## config.mk

```make
export PLATFORM = sky130hd
export DESIGN_NAME = io_out_buffer
export DESIGN_NICKNAME = d
export VERILOG_FILES = /design/src/rtl/io_out_buffer.sv
export SDC_FILE = /design/constraint.sdc
export NUM_CORES = 1
export LEC_CHECK = 0
export CORE_ASPECT_RATIO = 1.2
export CORE_UTILIZATION = 55
export CTS_CLUSTER_DIAMETER = 120
export DETAILED_ROUTE_END_ITERATION = 7
export PLACE_DENSITY = 0.89
export SLEW_MARGIN = 10
export SYNTH_ARGS = -nofsm -noshare
export SYNTH_HDL_FRONTEND = slang
export SYNTH_SLANG_ARGS = --single-unit
```

## constraint.sdc

```tcl
create_clock -name clk_in -period 6.5 [get_ports clk_in]
set_input_delay 0.975 -clock clk_in [delete_from_list [all_inputs] [get_ports clk_in]]
set_output_delay 0.975 -clock clk_in [all_outputs]
set_load 0.005 [all_outputs]
```

## src/rtl/io_out_buffer.sv

```systemverilog
// Output byte FIFO between the CPU memory bus and the UART transmitter.
// Snoops I/O writes, handles the program-stop write and keeps the cycle counter.
module io_out_buffer #(
  parameter int DEPTH_LOG2  = 4,
  parameter int FULL_MARGIN = 2
) (
  input  logic        clk_in,
  input  logic        rst_in,
  input  logic        rdy_in,
  input  logic [31:0] mem_a,
  input  logic        mem_wr,
  input  logic [7:0]  mem_dout,
  output logic        io_buffer_full,
  output logic [7:0]  tx_data,
  output logic        tx_valid,
  input  logic        tx_ready,
  output logic        prog_stop,
  output logic        overflow_err,
  output logic [31:0] cycle_cnt
);

  localparam int AW    = DEPTH_LOG2;
  localparam int CW    = DEPTH_LOG2 + 1;
  localparam int DEPTH = 1 << DEPTH_LOG2;
  localparam logic [CW-1:0] DEPTH_C  = CW'(DEPTH);
  localparam logic [CW-1:0] MARGIN_C = CW'(FULL_MARGIN);

  localparam logic [1:0] ST_RUN   = 2'd0;
  localparam logic [1:0] ST_DRAIN = 2'd1;
  localparam logic [1:0] ST_STOP  = 2'd2;

  logic [7:0]    mem_q [DEPTH];
  logic [AW-1:0] wptr_q, wptr_d;
  logic [AW-1:0] rptr_q, rptr_d;
  logic [CW-1:0] count_q, count_d;
  logic [CW-1:0] free_d;
  logic [1:0]    state_q, state_d;
  logic          full_q, full_d;
  logic          ovf_q, ovf_d;
  logic [31:0]   cycle_q, cycle_d;

  logic          io_wr;
  logic          push_req;
  logic          push;
  logic          pop;
  logic          drop;
  logic [7:0]    push_byte;
  logic          unused_addr;

  assign unused_addr = ^{mem_a[31:18], mem_a[15:3], mem_a[1:0]};

  // Writes are only honoured while running; DRAIN and STOPPED ignore the bus.
  assign io_wr     = rdy_in && mem_wr && (mem_a[17:16] == 2'b11) && (state_q == ST_RUN);
  assign push_req  = io_wr && (mem_a[2] || (mem_dout != 8'h00));
  assign push_byte = mem_a[2] ? 8'h00 : mem_dout;

  assign tx_valid = (count_q != '0);
  assign pop      = tx_valid && tx_ready;
  assign push     = push_req && ((count_q != DEPTH_C) || pop);
  assign drop     = push_req && (count_q == DEPTH_C) && !pop;

  assign tx_data        = tx_valid ? mem_q[rptr_q] : 8'h00;
  assign io_buffer_full = full_q;
  assign overflow_err   = ovf_q;
  assign prog_stop      = (state_q == ST_STOP);
  assign cycle_cnt      = cycle_q;

  always_comb begin
    wptr_d  = wptr_q;
    rptr_d  = rptr_q;
    count_d = count_q;
    state_d = state_q;
    ovf_d   = ovf_q || drop;
    cycle_d = cycle_q;

    if (push) begin
      wptr_d = wptr_q + AW'(1);
    end
    if (pop) begin
      rptr_d = rptr_q + AW'(1);
    end
    if (push && !pop) begin
      count_d = count_q + CW'(1);
    end else if (pop && !push) begin
      count_d = count_q - CW'(1);
    end

    // The stop byte is always the last entry, so an empty FIFO in DRAIN means it is gone.
    if ((state_q == ST_RUN) && io_wr && mem_a[2]) begin
      state_d = ST_DRAIN;
    end else if ((state_q == ST_DRAIN) && (count_q == '0)) begin
      state_d = ST_STOP;
    end

    if (rdy_in && (state_q != ST_STOP)) begin
      cycle_d = cycle_q + 32'd1;
    end

    free_d = DEPTH_C - count_d;
    full_d = (state_d != ST_RUN) || (free_d <= MARGIN_C);
  end

  always_ff @(posedge clk_in or posedge rst_in) begin
    if (rst_in) begin
      wptr_q  <= '0;
      rptr_q  <= '0;
      count_q <= '0;
      state_q <= ST_RUN;
      full_q  <= 1'b0;
      ovf_q   <= 1'b0;
      cycle_q <= 32'd0;
    end else begin
      wptr_q  <= wptr_d;
      rptr_q  <= rptr_d;
      count_q <= count_d;
      state_q <= state_d;
      full_q  <= full_d;
      ovf_q   <= ovf_d;
      cycle_q <= cycle_d;
    end
  end

  // Storage needs no reset: tx_data is masked to zero while the FIFO is empty.
  always_ff @(posedge clk_in) begin
    if (push) begin
      mem_q[wptr_q] <= push_byte;
    end
  end

endmodule

```

== Word-level counts from Yosys, hierarchy flattened ==
Memories as Yosys holds them, arrays and structs flattened.
Cells that the tools add are included.

* Bits in writable memories: 128
* Register bits: 49
* Memories: 1
* Output and inout bits: 44
* Bits of input ports: 45

* Equality and inequality tests: 6
* Magnitude comparators: 1
* Muxes and demuxes: 8
* Reduce and logical (&&, ||, !) cells: 25
* $add $sub $neg: 6

{| class="wikitable"
|+ Memory list
! memory !! depth !! bits a word !! rd ports !! clocked after Yosys merged registers in !! write ports !! RTL line !! RTL
|-
| mem_q || 16 || 8 || 1 || 0 || 1 || 32 || <nowiki>logic [7:0] mem_q [DEPTH];</nowiki>
|}

{| class="wikitable"
|+ Operator list
! operator !! count
|-
| $add A32 B1 Y32 const B || 1
|-
| $mux W8 || 2
|-
| $logic_and A1 B1 Y1 || 14
|-
| $mux W5 || 2
|-
| $add A4 B1 Y4 const B || 2
|-
| $reduce_bool A8 Y1 || 1
|-
| $add A5 B1 Y5 const B || 1
|-
| $eq A5 B5 Y1 const B || 1
|-
| $le A5 B2 Y1 const B || 1
|-
| $logic_not A5 Y1 || 1
|-
| $ne A5 B5 Y1 const B || 1
|-
| $reduce_bool A5 Y1 || 1
|-
| $sub A5 B1 Y5 const B || 1
|-
| $sub A5 B5 Y5 const A || 1
|-
| $eq A2 B2 Y1 const B || 2
|-
| $logic_or A1 B1 Y1 || 4
|-
| $mux W2 || 2
|-
| $eq A2 B1 Y1 const B || 1
|-
| $logic_not A1 Y1 || 2
|-
| $logic_not A2 Y1 || 1
|-
| $mux W1 || 2
|-
| $ne A2 B2 Y1 const B || 1
|-
| $reduce_bool A2 Y1 || 1
|}

== Longest topological paths before layout ==
* Word-level depth: 12
* Mapped depth: 15
* Mapped depth without buffers: 14

== Least setup slack after synthesis ==
Ideal clock, no wire load.

* Path type: input port to flip-flop
* From: input port mem_dout[0]
* To: register full_q (netlist: io_buffer_full)
* Data required time: 6.420 ns
* Data arrival time: 3.167 ns
* Buffers on the path: 1
* Library setup time: 0.080 ns
* Stages on the path: 13
* Slack: 3.252 ns
* Cell sequence: nor3_1 > nand3_4 > and3_2 > buf_2 > nand2_1 > o21ai_0 > o21a_1 > ha_1 > nand2b_1 > and2_1 > nand4_1 > a2111o_1 > o211ai_2

* Word-level cells in the longest chain between the ends: 11
* Elaborated cells between the ends (all ways): 12
* Those cells by class: add/sub (1); order compare (1); mux (2); reduce/logical (8)

{| class="wikitable"
|+ Ends and longest elaborated chain
! what !! RTL line !! RTL
|-
| start: declaration || 12 || <nowiki>input logic [7:0] mem_dout,</nowiki>
|-
| $reduce_bool A8 Y1 * || 54 || <nowiki>assign push_req = io_wr && (mem_a[2] || (mem_dout != 8'h00));</nowiki>
|-
| $logic_or A1 B1 Y1 * || 54 ||
|-
| $logic_and A1 B1 Y1 * || 54 ||
|-
| $logic_and A1 B1 Y1 * || 59 || <nowiki>assign push = push_req && ((count_q != DEPTH_C) || pop);</nowiki>
|-
| $logic_not A1 Y1 || 84 || <nowiki>end else if (pop && !push) begin</nowiki>
|-
| $logic_and A1 B1 Y1 || 84 ||
|-
| $mux W5 || 84 ||
|-
| $mux W5 * || 82 || <nowiki>if (push && !pop) begin</nowiki>
|-
| $sub A5 B5 Y5 * || 99 || <nowiki>free_d = DEPTH_C - count_d;</nowiki>
|-
| $le A5 B2 Y1 * || 100 || <nowiki>full_d = (state_d != ST_RUN) || (free_d <= MARGIN_C);</nowiki>
|-
| $logic_or A1 B1 Y1 * || 100 ||
|-
| net full_d || 38 || <nowiki>logic full_q, full_d;</nowiki>
|-
| end signal: assignment || 117 || <nowiki>full_q <= full_d;</nowiki>
|-
| end: declaration || 38 ||
|}

Mark *: on every way through the listed nets, which the timed path passes. The rest lies on a longest branch.
A chain may end at the register's enable or synchronous reset.

== Worst setup path after layout ==
* From: register rptr_q[0]
* To: output port tx_data[3]

* Word-level cells in the longest chain between the ends: 2

{| class="wikitable"
|+ Ends and longest elaborated chain
! what !! RTL line !! RTL
|-
| start: declaration || 34 || <nowiki>logic [AW-1:0] rptr_q, rptr_d;</nowiki>
|-
| start signal: assignment || 114 || <nowiki>rptr_q <= rptr_d;</nowiki>
|-
| $mem_v2 Z16 W8 || n/a ||
|-
| $mux W8 || 62 || <nowiki>assign tx_data = tx_valid ? mem_q[rptr_q] : 8'h00;</nowiki>
|-
| end: declaration || 14 || <nowiki>output logic [7:0] tx_data,</nowiki>
|}

Every way passes these cells.

==> results.sh <==
export IMPL_power_frac_clock_pct=30.5
export IMPL_drc=0
export IMPL_routed_via_density=6.19
export IMPL_syn_instance_count=457
export IMPL_ys_seq_area_share_pct=67.0
export IMPL_cts_tree="done"
export IMPL_fin_ws_ns=2.34
export IMPL_syn_area_um2=7570
export IMPL_arrival_ns=3.19
export IMPL_rows=46
export IMPL_synthArstFlopShare_pct=27.7
export IMPL_clock_root_buffer="clkbuf_16"
export IMPL_clockBufferDepth=2
export IMPL_ir_drop_mv=0.259
export IMPL_synth_edf_count=128
export IMPL_power_leakage_uw=0.00312
export IMPL_fill_cells=857
export IMPL_vias=4361
export IMPL_drive_gt1_share_pct=17.7
export IMPL_status="finished clean"
export IMPL_area_growth_pct=18.3
export IMPL_clock_latency_ns=0.43
export IMPL_critPathMaxFanout=30
export IMPL_multiInputGateArea_um2=2380
export IMPL_cap_viol_max_count=0
export IMPL_final_common_cell="edfxtp_1"
export IMPL_cts_sinks=177
export IMPL_worstPathRequired_ns=5.52
export IMPL_first_global_vias=4486
export IMPL_crit_path_start_kind="flop"
export IMPL_initial_core_util_pct=56.9
export IMPL_finalHoldViolations=0
export IMPL_tns_ns=0
export IMPL_combPwrFrac_pct=28.2
export IMPL_layout_area_seq_um2=5070
export IMPL_die_area_um2=14200
export IMPL_synth_seq_cells=177
export IMPL_syn_avg_cell_area_um2=16.6
export IMPL_finClkSkew_ns=0.0157
export IMPL_clk_pin_slew_worst_paths_ns=0.08
export IMPL_intPower_uw=2350
export IMPL_ys_types=54
export IMPL_final_design_area_no_fill_um2=8960
export IMPL_wl_per_cell_um=23.4
export IMPL_hold_path_class="reg2reg"
export IMPL_cts_resized=0
export IMPL_place_ws_ns=1.99
export IMPL_holdBufCountCts=0
export IMPL_max_freq_mhz=240
export IMPL_die_w_um=109
export IMPL_min_period_ns=4.16
export IMPL_tightest_slew_ns=1.16
export IMPL_finalSetupViolations=0
export IMPL_rsz0062_at_grt="no"
export IMPL_p_seq_share_pct=41.2
export IMPL_hpwl_um=10400
export IMPL_ys_warn_count=0
export IMPL_drv_slew=0
export IMPL_drt_wl_total_um=16500
export IMPL_relSlewSlack_pct=22.2
export IMPL_switchingPower_uw=1040
export IMPL_grt_total_usage_pct=25.3
export IMPL_critPathCaptureType="primary output"
export IMPL_nNetsFinal=578
export IMPL_cts_htree_levels=4
export IMPL_power_density_nw_per_um2=379
export IMPL_gp_congestion=0.872
export IMPL_core_area_um2=13300
export IMPL_criticalPathCategory="reg2out"
export IMPL_cts_setup_buffers=0
export IMPL_io_pin_count=89
export IMPL_overflow=0
export IMPL_grt_max_degree=50
export IMPL_drt_iter0_drc=418
export IMPL_synthFlopType="edfxtp_1"
export IMPL_antenna_found_initial=0
export IMPL_finalCritPeriodShare_pct=64.1
export IMPL_port_buffers=59
export IMPL_synth_fp_nets=512
export IMPL_layout_common_cells="edfxtp_1, clkdlybuf4s50_1, dfrtp_1"
export IMPL_grt_pass1_wl_um=25400
export IMPL_drtAntennaViolNets=0
export IMPL_dpl_instance_area_um2=8330
export IMPL_die_h_um=131
export IMPL_n_antenna_cell=0
export IMPL_cts_buffers=17
export IMPL_netSwitchingFraction_pct=30.7
export IMPL_drtPass1Iterations=5
## power by group through the flow
stage          logic (µW)  clock network (µW)  registers, µW
2_1_floorplan         695                   0           1350
5_1_grt              1040                1090           1410
3_5_place_dp          957                   0           1420
6_report              958                1030           1400
4_1_cts               969                1050           1400
3_3_place_gp          910                   0           1410
## worst paths after layout
kind                                  endpoint  slack [ns]    startpoint  cells after the start
worst max-delay path                tx_data[3]        2.34     rptr_q[0]                      5
worst min-delay path              cycle_cnt[7]        0.49  cycle_cnt[7]                      1
worst max register to register  io_buffer_full        3.11    state_q[1]                     11
worst min register to register    cycle_cnt[7]        0.49  cycle_cnt[7]                      1
max in group asynchronous            rptr_q[0]        4.70        rst_in                      2
min in group asynchronous           count_q[0]        1.12        rst_in                      2
## Yosys cell counts, types with 2 or more instances
cell / n / area share (%)
a2111o_1: 2 / 0.30
o21ai_0: 4 / 0.26
inv_1: 9 / 0.45
buf_1: 3 / 0.15
and4_1: 7 / 0.81
nand2b_1: 5 / 0.41
xnor2_1: 35 / 4.0
clkbuf_1: 7 / 0.35
nand4_1: 13 / 1.1
a31oi_1: 2 / 0.17
and4_2: 2 / 0.26
buf_2: 7 / 0.46
nor2b_1: 8 / 0.66
and2_1: 13 / 1.1
and3_1: 4 / 0.33
dfrtp_1: 49 / 16
nor3_1: 9 / 0.59
or3_1: 2 / 0.17
nand2_1: 31 / 1.5
mux4_2: 40 / 12
o211ai_1: 3 / 0.30
xor2_1: 5 / 0.58
edfxtp_1: 128 / 51
ha_1: 10 / 1.7
nand3_1: 12 / 0.79
nor2_1: 19 / 0.94
## critical path, stage by stage (launching register included)
cell and delay, ns:
dfrtp_2 0.45, buf_4 0.53, mux4_2 0.61, mux4_2 0.52, and2_1 0.18, clkdlybuf4s50_1 0.44
## flip-flops by register name, summed over array words and instances (netlist names)
name            cells
io_buffer_full      1
cycle_cnt          32
wptr_q              4
mem_q             128
overflow_err        1
rptr_q              4
state_q             2
count_q             5
## cells by family after synthesis
family / after synthesis / synth area share [%]
buffers and inverters: 28 / 1.60
XOR/XNOR: 40 / 4.63
AND/OR/NAND/NOR: 138 / 10.7
AO/OA/AOI/OAI: 23 / 2.41
multiplexers: 41 / 12.0
flip-flops: 177 / 67.0
adder cells (fa/ha/maj): 10 / 1.65
## metrics by stage
| step | power (µW) | hold slack, ns | cells | utilization, % |
|---|---|---|---|---|
| after global placement | 2320 | 0.468 | 672 | 62.7 |
| after detailed placement | 2380 | 0.483 | 672 | 62.7 |
| final | 3390 | 0.493 | 704 | 67.4 |
| after floorplan | 2040 | 0.468 | 457 | - |
| after global routing | 3540 | 0.508 | 704 | 67.4 |
| after CTS | 3420 | 0.492 | 704 | 67.4 |
## layout make-up
type,count,share of cell area (%)
inverter,10,0.419
timing repair buffer,65,7.10
tap,168,2.35
clock buffer,17,4.75
multi-input combinational,252,26.6
clock inverter,15,2.22
sequential,177,56.6
## layer usage
layer | up-vias | share of wire, % | track usage (%)
met5 | - | 0 | 0
met4 | 0 | 3.0 | 10.1
met3 | 44 | 7.3 | 6.15
met2 | 217 | 52 | 43.4
met1 | 2204 | 37 | 30.8
li1 | 1896 | - | -
Power figures use the tool's default switching activity.
